==> src/rtl/clkdiv_pkg.sv <==
// Shared widths and 100 MHz half-period constants for the clock-divider bank.
package clkdiv_pkg;

    localparam int unsigned CNT_W_DFLT = 27;
    localparam int unsigned CH_IDX_W   = 4;
    localparam int unsigned MAX_CH     = 16;

    // Half-period values are in master clocks minus one.
    localparam int unsigned HALF_1HZ   = 49999999;
    localparam int unsigned HALF_2HZ   = 24999999;
    localparam int unsigned HALF_5HZ   = 9999999;
    localparam int unsigned HALF_500HZ = 99999;

    // True when a config index addresses an implemented channel.
    function automatic logic ch_exists(input logic [CH_IDX_W-1:0] ch,
                                       input int unsigned         num_ch);
        return (32'(ch) < num_ch);
    endfunction

endpackage

==> src/rtl/clkdiv_channel.sv <==
// One divider channel: counter, half-period register, square-wave flop.
// Optional rising-edge strobe is built only when CLKDIV_TICK_EN is defined.
module clkdiv_channel #(
    parameter int unsigned           CNT_W      = 27,
    parameter logic [CNT_W-1:0]      RESET_HALF = CNT_W'(49999999)
) (
    input  logic             clk,
    input  logic             rst_n,
    input  logic             en,
    input  logic             restart,
    input  logic             wr,
    input  logic [CNT_W-1:0] wr_half,
    output logic             div_out,
    output logic             tick
);

    logic [CNT_W-1:0] half;
    logic [CNT_W-1:0] cnt;
    logic             wrap_c;

    assign wrap_c = (cnt == half);

    // A write or sync restarts the channel from the low phase; reset wins over both.
    always_ff @(posedge clk) begin
        if (!rst_n) begin
            half    <= RESET_HALF;
            cnt     <= '0;
            div_out <= 1'b0;
        end else if (wr || restart) begin
            if (wr) begin
                half <= wr_half;
            end
            cnt     <= '0;
            div_out <= 1'b0;
        end else if (en) begin
            if (wrap_c) begin
                cnt     <= '0;
                div_out <= ~div_out;
            end else begin
                cnt <= cnt + CNT_W'(1);
            end
        end
    end

`ifdef CLKDIV_TICK_EN
    // Strobe on the edge where div_out goes high; restarts never raise it.
    always_ff @(posedge clk) begin
        if (!rst_n) begin
            tick <= 1'b0;
        end else begin
            tick <= en && !wr && !restart && wrap_c && !div_out;
        end
    end
`else
    assign tick = 1'b0;
`endif

endmodule

==> src/rtl/clkdiv_bank.sv <==
// Multi-channel 50% duty clock divider with runtime config port and global sync.
// Build with CLKDIV_TICK_EN defined to generate the per-channel rising-edge tick strobes.
module clkdiv_bank
    import clkdiv_pkg::*;
#(
    parameter int unsigned NUM_CH     = 4,
    parameter int unsigned CNT_W      = CNT_W_DFLT,
    parameter int unsigned RESET_HALF = HALF_1HZ
) (
    input  logic                clk,
    input  logic                rst_n,
    input  logic [NUM_CH-1:0]   en,
    input  logic                sync,
    input  logic                cfg_valid,
    input  logic [CH_IDX_W-1:0] cfg_ch,
    input  logic [CNT_W-1:0]    cfg_half,
    output logic                cfg_ready,
    output logic                cfg_err,
    output logic [NUM_CH-1:0]   div_out,
    output logic [NUM_CH-1:0]   tick
);

    logic cfg_wr_c;
    logic ch_ok_c;

    assign cfg_wr_c = cfg_valid && cfg_ready;
    assign ch_ok_c  = ch_exists(cfg_ch, NUM_CH);

    // Port is ready from the first edge out of reset; bad-index writes pulse cfg_err.
    always_ff @(posedge clk) begin
        if (!rst_n) begin
            cfg_ready <= 1'b0;
            cfg_err   <= 1'b0;
        end else begin
            cfg_ready <= 1'b1;
            cfg_err   <= cfg_wr_c && !ch_ok_c;
        end
    end

    for (genvar i = 0; i < NUM_CH; i++) begin : g_ch
        logic wr_c;

        assign wr_c = cfg_wr_c && ch_ok_c && (cfg_ch == CH_IDX_W'(i));

        clkdiv_channel #(
            .CNT_W      (CNT_W),
            .RESET_HALF (CNT_W'(RESET_HALF))
        ) u_ch (
            .clk     (clk),
            .rst_n   (rst_n),
            .en      (en[i]),
            .restart (sync),
            .wr      (wr_c),
            .wr_half (cfg_half),
            .div_out (div_out[i]),
            .tick    (tick[i])
        );
    end

endmodule

==> config.mk <==
export PLATFORM = sky130hd
export DESIGN_NAME = clkdiv_bank
export DESIGN_NICKNAME = d
export VERILOG_FILES = /design/src/rtl/clkdiv_pkg.sv /design/src/rtl/clkdiv_channel.sv /design/src/rtl/clkdiv_bank.sv
export SDC_FILE = /design/constraint.sdc
export NUM_CORES = 1
export LEC_CHECK = 0
export ABC_CLOCK_PERIOD_IN_PS = 4470
export CAP_MARGIN = 5
export CORE_MARGIN = 3
export CORE_UTILIZATION = 55
export CTS_CLUSTER_DIAMETER = 50
export DETAILED_ROUTE_END_ITERATION = 10
export MAX_ROUTING_LAYER = met4
export PLACE_DENSITY = 0.84
export SKIP_CTS_REPAIR_TIMING = 1
export SYNTH_ARGS = -nofsm -noshare
export SYNTH_HDL_FRONTEND = slang
export SYNTH_SLANG_ARGS = --single-unit
==> constraint.sdc <==
create_clock -name clk -period 4.47 [get_ports clk]
set_input_delay 1.341 -clock clk [delete_from_list [all_inputs] [get_ports clk]]
set_output_delay 1.341 -clock clk [all_outputs]
set_load 0.005 [all_outputs]
==> results_tabular.tex, run 1 <==
\begin{tabular}{lr}
\hline
Metric & Value \\
\hline
\multicolumn{2}{l}{\textbf{Die}} \\
\quad Die area & 20100 sq um \\
\quad Starting density of the core & 57.3\% \\
\quad Cell Rows & 48 \\
\quad Horizontal die dimension & 142 um \\
\quad Die extent in y & 142 um \\
\quad IO Pins & 49 \\
\quad Core outline area & 17700 sq um \\
\multicolumn{2}{l}{\textbf{Worst setup path}} \\
\quad Cell with the largest stage delay on the worst path & sky130\_fd\_sc\_hd\_\_clkdlybuf4s50\_1 \\
\quad Critical setup path kind & primary input to flop \\
\quad CP top delay family & simple AND/OR/NAND/NOR gates \\
\quad Delay of the slowest cell on the worst path & 0.62 ns \\
\quad Launching element type of the critical path & primary input \\
\quad Cells along the critical path & clkdlybuf4s50\_1, nand4\_1, or4\_1, o21ai\_4, nor2\_1 \\
\quad Number of buffers and inverters on the critical path & 1 \\
\quad Capturing element type of the critical path & flop \\
\quad Worst Path Required & 4.83 ns \\
\quad Peak fanout along the critical path & 27 \\
\quad Crit path DAT & 3.44 ns \\
\multicolumn{2}{l}{\textbf{Synth}} \\
\quad Post-synth top cells & sky130\_fd\_sc\_hd\_\_nand2\_1, sky130\_fd\_sc\_hd\_\_dfxtp\_1, sky130\_fd\_sc\_hd\_\_nor2\_1, sky130\_fd\_sc\_hd\_\_nand3\_1 \\
\quad Synth Register Bits & 222 \\
\quad Number of instances in the synthesized netlist & 1196 \\
\quad Commonest register cell after synthesis & sky130\_fd\_sc\_hd\_\_dfxtp\_1 \\
\quad Number of distinct standard cells referenced by the synthesized netlist & 42 \\
\quad Cell types with the largest area share after synthesis & sky130\_fd\_sc\_hd\_\_dfxtp\_1, sky130\_fd\_sc\_hd\_\_nand2\_1, sky130\_fd\_sc\_hd\_\_xnor2\_1 \\
\quad Post-synthesis instance area & 10100 sq um \\
\quad Most frequently used cell type in the post-synthesis netlist & sky130\_fd\_sc\_hd\_\_nand2\_1 \\
\quad Top-area cell type share of the netlist area & 43.9\% \\
\quad Sequential element share of the synthesized area & 43.9\% \\
\quad Post-synthesis cell type with the largest combined area & sky130\_fd\_sc\_hd\_\_dfxtp\_1 \\
\quad Asr flop ratio synth & 0\% \\
\quad Average size of a mapped cell & 8.46 sq um \\
\quad Post-synth EDFFs & 0 \\
\quad Yosys warnings & 0 \\
\multicolumn{2}{l}{\textbf{Power}} \\
\quad NetSw & 0.877 mW \\
\quad Fraction of power spent switching nets & 21.9\% \\
\quad Logic pwr share & 4.0\% \\
\quad Part of the power in registers & 50.0\% \\
\quad Internal power consumption & 3.13 mW \\
\quad Static power due to leakage & 4.13 nW \\
\quad Largest voltage drop on the vdd net & 309 uV \\
\quad Pwr Density & 355 nW/um\^{}2 \\
\quad Clock power frac & 46.0\% \\
\multicolumn{2}{l}{\textbf{STA}} \\
\quad RSZ-0062 raised after global routing & no \\
\quad Shortest period the worst path allows & 3.08 ns \\
\quad Least-Margin Pin Slew & 1.04 ns \\
\quad Worst Hold Slack & 0.468 ns \\
\quad Worst slew margin & 30.5\% \\
\quad Final Cycle Share & 68.9\% \\
\quad Number of slew-limit violations in the final report & 0 \\
\quad Sum of negative setup slack & 0 ns \\
\quad Worst Skew & 0.0104 ns \\
\quad Fmax & 324 MHz \\
\quad Final-report setup violation count & 0 \\
\quad Count of final hold-check violations & 0 \\
\multicolumn{2}{l}{\textbf{Clock tree}} \\
\quad CTS HTree Levels & 1 \\
\quad Clock tree from TritonCTS & yes \\
\quad Inserted Clock Buffers & 23 \\
\quad Buffers from clock root to sink, at most & 3 \\
\quad Clock root buffer & sky130\_fd\_sc\_hd\_\_clkbuf\_16 \\
\quad Clock sink count & 222 \\
\quad Clock transition at the register clock pins on the worst setup and hold paths after CTS & 0.06 ns \\
\quad Clock latency on the worst-skew pair & 0.50 ns \\
\multicolumn{2}{l}{\textbf{Final layout}} \\
\quad Number of fill cells & 1448 \\
\quad Signed area change from the synthesized netlist to the final layout & 11.5\% \\
\quad Layout Cells excl Fill & 1446 \\
\quad Share of cells above drive strength 1 & 4.75\% \\
\quad Inserted Diodes & 0 \\
\quad Final net count & 1251 \\
\quad Fraction of the core area covered by cells at the end of the flow & 63.9\% \\
\multicolumn{2}{l}{\textbf{Global route}} \\
\quad Number of antenna violations at the first check in global routing & 0 \\
\quad Pin count of the biggest net entering global routing & 111 \\
\quad Global-route congestion overflow total & 0 \\
\quad Total track usage & 24.9\% \\
\quad Vias in the first global route & 7915 \\
\quad Wire length of the first global-routing pass & 39600 um \\
\multicolumn{2}{l}{\textbf{Routing}} \\
\quad Pre-Repair DR Iteration Count & 5 \\
\quad Number of vias per cell after detailed routing & 5.72 \\
\quad Vias & 8278 \\
\quad Post-detailed-routing wire length & 24800 um \\
\quad Initial DRC count & 754 \\
\quad Routed wire length per instance & 17.1 um \\
\quad DRC violations left & 0 \\
\quad Number of nets with antenna violations after detailed routing & 0 \\
\multicolumn{2}{l}{\textbf{Place}} \\
\quad GP Congestion & 0.885 \\
\quad Count of input and output buffers & 44 \\
\quad Number of cells in the design after placement & 1408 \\
\quad Post-DP HPWL & 16900 um \\
\multicolumn{2}{l}{\textbf{Outcome}} \\
\quad Outcome & finished, final reports clean \\
\multicolumn{2}{l}{\textbf{Flow run}} \\
\quad Number of violations of the max-capacitance limit & 0 \\
\multicolumn{2}{l}{\textbf{Worst hold path}} \\
\quad HP Class & flop to flop \\
\hline
\end{tabular}
## registers in the layout, indices dropped and copies added, names as in the netlist
register,cells
g_ch.u_ch.cnt,108
g_ch.u_ch.half,108
g_ch.u_ch.div_out,4
cfg_ready,1
cfg_err,1
## metrics by stage
stage	power, mW	cell area (sq um)	setup slack (ns)
after floorplan	2.13	10100	1.68
after global placement	2.20	10600	0.912
after detailed placement	2.20	10600	0.889
after CTS	4.02	11300	1.40
after global routing	4.13	11300	1.24
final	4.01	11300	1.39
## layout by cell type, fill, tap and decap left out, drive strengths merged
cell type / count
mux2i: 7
o2111a: 1
nor2: 135
inv: 10
nor4: 25
nand3: 109
and4bb: 1
or3: 9
and3: 13
nand4: 47
nand4bb: 1
or2: 1
and2: 2
nand2b: 1
bufinv: 2
o31ai: 1
nand2: 253
buf: 8
xnor2: 106
or3b: 1
o21ai: 4
and4: 16
clkbuf: 31
clkdlybuf4s50: 43
o211ai: 1
nor3: 11
and2b: 1
dfxtp: 222
clkinv: 5
ha: 4
xor2: 106
or4: 4
a21boi: 36
conb: 4
## tightest hold or removal path, cell delays in order (launching register included)
cell and delay [ns]:
sky130_fd_sc_hd__dfxtp_1 0.32, sky130_fd_sc_hd__nand2_1 0.05, sky130_fd_sc_hd__a21boi_1 0.05
## cells by family after synthesis
| group | count (synthesis) | share of synthesized area (%) |
|---|---|---|
| AOI/OAI and AO/OA | 43 | 3.57 |
| xor gates and xnor gates | 212 | 18.4 |
| adders and majority gates | 4 | 0.495 |
| buffers and inverters | 77 | 3.68 |
| DFF | 222 | 43.9 |
| muxes | 7 | 0.692 |
| other | 1 | 0.0371 |
| and+or+nand+nor | 630 | 29.2 |
## power groups by stage
stage / logic, mW / registers, mW / clock network (mW)
3_5_place_dp: 0.155 / 2.05 / 0
4_1_cts: 0.157 / 2.01 / 1.86
5_1_grt: 0.169 / 2.01 / 1.95
6_report: 0.161 / 2.01 / 1.84
2_1_floorplan: 0.0826 / 2.05 / 0
3_3_place_gp: 0.154 / 2.05 / 0
## metal layers
metal | wire [um] | vias up | track usage [%]
met5 | 0 | - | -
met4 | 981 | 0 | 9.19
met3 | 1670 | 79 | 4.72
met2 | 11600 | 263 | 39.8
met1 | 10500 | 3963 | 31.5
li1 | - | 3973 | -
## worst paths after layout
check	from	end	slack (ns)	depth (start not counted)
max reg2reg	g_ch[3].u_ch.cnt[3]$_SDFFE_PP0P_	g_ch[3].u_ch.cnt[6]$_SDFFE_PP0P_	2.21	5
min reg2reg	g_ch[0].u_ch.half[24]$_SDFFE_PN0P_	g_ch[0].u_ch.half[24]$_SDFFE_PN0P_	0.47	2
max	en[0]	g_ch[0].u_ch.cnt[9]$_SDFFE_PP0P_	1.39	5
min	g_ch[0].u_ch.half[24]$_SDFFE_PN0P_	g_ch[0].u_ch.half[24]$_SDFFE_PN0P_	0.47	2
## final cells by class
cell class / count / area, sq um / share of cell area [%]
multi-input combinational: 900 / 5320 / 47.2
clock inverter: 7 / 92.6 / 0.821
tap: 225 / 282 / 2.50
sequential: 222 / 4440 / 39.4
inverter: 10 / 37.5 / 0.333
timing repair buffer: 51 / 488 / 4.33
clock buffer: 31 / 616 / 5.46
Power figures use the tool's default switching activity.
==> run 2: changes to the inputs <==
--- a/config.mk
+++ b/config.mk
@@ -5,14 +5,14 @@
 export SDC_FILE = /design/constraint.sdc
 export NUM_CORES = 1
 export LEC_CHECK = 0
-export ABC_CLOCK_PERIOD_IN_PS = 4470
+export ABC_CLOCK_PERIOD_IN_PS = 2600
 export CAP_MARGIN = 5
 export CORE_MARGIN = 3
-export CORE_UTILIZATION = 55
+export CORE_UTILIZATION = 54
 export CTS_CLUSTER_DIAMETER = 50
 export DETAILED_ROUTE_END_ITERATION = 10
 export MAX_ROUTING_LAYER = met4
-export PLACE_DENSITY = 0.84
+export PLACE_DENSITY = 0.85
 export SKIP_CTS_REPAIR_TIMING = 1
 export SYNTH_ARGS = -nofsm -noshare
 export SYNTH_HDL_FRONTEND = slang
==> constraint.sdc (replaced) <==
create_clock -name clk -period 2.6 [get_ports clk]
set_input_delay 0.78 -clock clk [delete_from_list [all_inputs] [get_ports clk]]
set_output_delay 0.78 -clock clk [all_outputs]
set_load 0.005 [all_outputs]
==> results_tabular.tex, run 2 (synthesis gave the netlist of run 1 again) <==
\begin{tabular}{lr}
\hline
Metric & Value \\
\hline
\multicolumn{2}{l}{\textbf{Outcome}} \\
\quad Outcome & finished, final reports clean \\
\multicolumn{2}{l}{\textbf{Worst setup path}} \\
\quad CP top delay family & buffers and inverters \\
\quad Critical setup path kind & flop to primary output \\
\quad Launching element type of the critical path & flop \\
\quad Delay of the slowest cell on the worst path & 0.54 ns \\
\quad Number of cells traversed by the worst register-to-register path & 6 \\
\quad Capturing element type of the critical path & primary output \\
\quad Peak fanout along the critical path & 3 \\
\quad Endpoint of the worst-slack reg-to-reg timing path & g\_ch[0].u\_ch.cnt[14]\$\_SDFFE\_PP0P\_ \\
\quad Crit path DAT & 1.46 ns \\
\quad Number of buffers and inverters on the critical path & 1 \\
\quad Cell with the largest stage delay on the worst path & sky130\_fd\_sc\_hd\_\_clkdlybuf4s50\_1 \\
\quad Setup slack, reg-to-reg & 0.60 ns \\
\quad Launching point of the worst reg2reg path & g\_ch[0].u\_ch.cnt[11]\$\_SDFFE\_PP0P\_ \\
\quad Worst Path Required & 1.82 ns \\
\quad Cells along the critical path & clkdlybuf4s50\_1 \\
\multicolumn{2}{l}{\textbf{Die}} \\
\quad Horizontal die dimension & 143 um \\
\quad Core outline area & 18200 sq um \\
\quad Cell Rows & 49 \\
\quad Die extent in y & 143 um \\
\quad Die area & 20400 sq um \\
\quad Starting density of the core & 55.6\% \\
\quad IO Pins & 49 \\
\multicolumn{2}{l}{\textbf{STA}} \\
\quad Worst Hold Slack & 0.470 ns \\
\quad Number of slew-limit violations in the final report & 0 \\
\quad Final worst-path setup slack & 0.364 ns \\
\quad Fmax & 447 MHz \\
\quad Shortest period the worst path allows & 2.24 ns \\
\quad Final-report setup violation count & 0 \\
\quad Final Cycle Share & 86.0\% \\
\quad Worst slew margin & 63.8\% \\
\quad Least-Margin Pin Slew & 0.539 ns \\
\quad Sum of negative setup slack & 0 ns \\
\quad Count of final hold-check violations & 0 \\
\quad RSZ-0062 raised after global routing & no \\
\quad Worst Skew & 0.0163 ns \\
\multicolumn{2}{l}{\textbf{Final layout}} \\
\quad Largest registers ranked by flip-flop count & g\_ch.u\_ch.cnt x108, g\_ch.u\_ch.half x108, g\_ch.u\_ch.div\_out x4 \\
\quad Layout Cells excl Fill & 1486 \\
\quad Highest-count cells in the layout ignoring fill and taps & sky130\_fd\_sc\_hd\_\_nand2\_1, sky130\_fd\_sc\_hd\_\_dfxtp\_1, sky130\_fd\_sc\_hd\_\_nor2\_1 \\
\quad Inserted Diodes & 0 \\
\quad Share of cells above drive strength 1 & 7.72\% \\
\quad Number of fill cells & 1434 \\
\quad Final net count & 1284 \\
\quad Signed area change from the synthesized netlist to the final layout & 15.8\% \\
\quad Leading cell type in the layout, fill and taps excluded & sky130\_fd\_sc\_hd\_\_nand2\_1 \\
\quad Total area of multi-input combinational cells & 5320 sq um \\
\quad Flip-flop and latch area & 4440 sq um \\
\multicolumn{2}{l}{\textbf{Worst hold path}} \\
\quad Hold worst-path end & g\_ch[1].u\_ch.half[24]\$\_SDFFE\_PN0P\_ \\
\quad HP Class & flop to flop \\
\quad Worst Hold Depth & 2 \\
\quad Hold wc startpoint & g\_ch[1].u\_ch.half[24]\$\_SDFFE\_PN0P\_ \\
\multicolumn{2}{l}{\textbf{Place}} \\
\quad Minimum setup slack after placement & -0.00238 ns \\
\quad Post-DP HPWL & 17100 um \\
\quad GP Congestion & 0.894 \\
\quad Count of input and output buffers & 44 \\
\quad Number of cells in the design after placement & 1445 \\
\multicolumn{2}{l}{\textbf{Global route}} \\
\quad Vias in the first global route & 8160 \\
\quad Global-route congestion overflow total & 0 \\
\quad Wire length of the first global-routing pass & 41000 um \\
\quad Total track usage & 25.5\% \\
\quad Number of antenna violations at the first check in global routing & 0 \\
\quad Pin count of the biggest net entering global routing & 111 \\
\multicolumn{2}{l}{\textbf{Routing}} \\
\quad Number of nets with antenna violations after detailed routing & 0 \\
\quad Pre-Repair DR Iteration Count & 5 \\
\quad Vias & 8450 \\
\quad DRC violations left & 0 \\
\quad Initial DRC count & 756 \\
\quad Number of vias per cell after detailed routing & 5.69 \\
\quad Routed wire length per instance & 17.3 um \\
\quad Post-detailed-routing wire length & 25700 um \\
\multicolumn{2}{l}{\textbf{Power}} \\
\quad Static power due to leakage & 4.39 nW \\
\quad Total power after layout & 7.22 mW \\
\quad Pwr Density & 616 nW/um\^{}2 \\
\quad Largest voltage drop on the vdd net & 463 uV \\
\multicolumn{2}{l}{\textbf{Clock tree}} \\
\quad CTS HTree Levels & 1 \\
\quad Clock sink count & 222 \\
\quad Buffers from clock root to sink, at most & 3 \\
\quad Clock root buffer & sky130\_fd\_sc\_hd\_\_clkbuf\_16 \\
\quad Clock transition at the register clock pins on the worst setup and hold paths after CTS & 0.06 ns \\
\quad Clock tree from TritonCTS & yes \\
\quad Inserted Clock Buffers & 23 \\
\quad Clock latency on the worst-skew pair & 0.51 ns \\
\multicolumn{2}{l}{\textbf{Flow run}} \\
\quad Number of violations of the max-capacitance limit & 0 \\
\hline
\end{tabular}
-- run 2: cell types whose count changed in the layout (fill, tap and decap cells not counted) --
cell                        before  now
sky130_fd_sc_hd__bufinv_16       2    4
sky130_fd_sc_hd__clkinv_2        3    5
sky130_fd_sc_hd__clkbuf_1        7    4
sky130_fd_sc_hd__buf_4           7   32
sky130_fd_sc_hd__buf_12          0    8
sky130_fd_sc_hd__inv_6           0    1
sky130_fd_sc_hd__clkbuf_8        1    2
-- run 2: worst max path at each step --
stage | from | to | cells past startpoint
after floorplan | en[0] | g_ch[0].u_ch.cnt[16]$_SDFFE_PP0P_ | 6
after global placement | en[3] | g_ch[3].u_ch.cnt[14]$_SDFFE_PP0P_ | 6
after detailed placement | en[3] | g_ch[3].u_ch.cnt[14]$_SDFFE_PP0P_ | 7
after CTS | g_ch[0].u_ch.div_out$_SDFFE_PP0P_ | div_out[0] | 1
after global routing | g_ch[0].u_ch.div_out$_SDFFE_PP0P_ | div_out[0] | 1
final | g_ch[0].u_ch.div_out$_SDFFE_PP0P_ | div_out[0] | 1
-- run 2: stage by stage --
stage / utilization (%) / cell area (sq um)
global route: 64.3 / 11700
global placement: 60.0 / 10900
floorplan: - / 10100
detailed placement: 60.0 / 10900
finish: 64.3 / 11700
CTS: 64.3 / 11700
-- run 2: per-layer routing --
metal	part of all wire, %	track usage, %	up-vias
met4	3.8	8.10	0
met5	0	-	-
li1	-	-	4037
met1	41	32.3	3999
met3	8.3	4.32	78
met2	47	41.9	336
-- run 2: report_power, final --
group	switching (mW)	total [mW]	internal, mW
Clock	1.38	3.47	2.09
Sequential	0.0224	3.45	3.43
Combinational	0.174	0.302	0.128
-- run 2: worst register-to-register path, delay by kind of cell (launching register included) --
| kind | cells | cell delay (ns) |
|---|---|---|
| AOI/OAI and AO/OA | 1 | 0.18 |
| buffers and inverters | 1 | 0.18 |
| xor gates and xnor gates | 1 | 0.20 |
| DFF | 1 | 0.48 |
| and+or+nand+nor | 3 | 0.86 |
-- run 2: layout make-up --
class	instances	area share, %
inverters	10	0.320
repair buffers	84	7.13
flip-flops and latches	222	37.9
clock buffers	29	5.28
multi-input cells	900	45.4
well taps	229	2.45
clock inverters	12	1.46
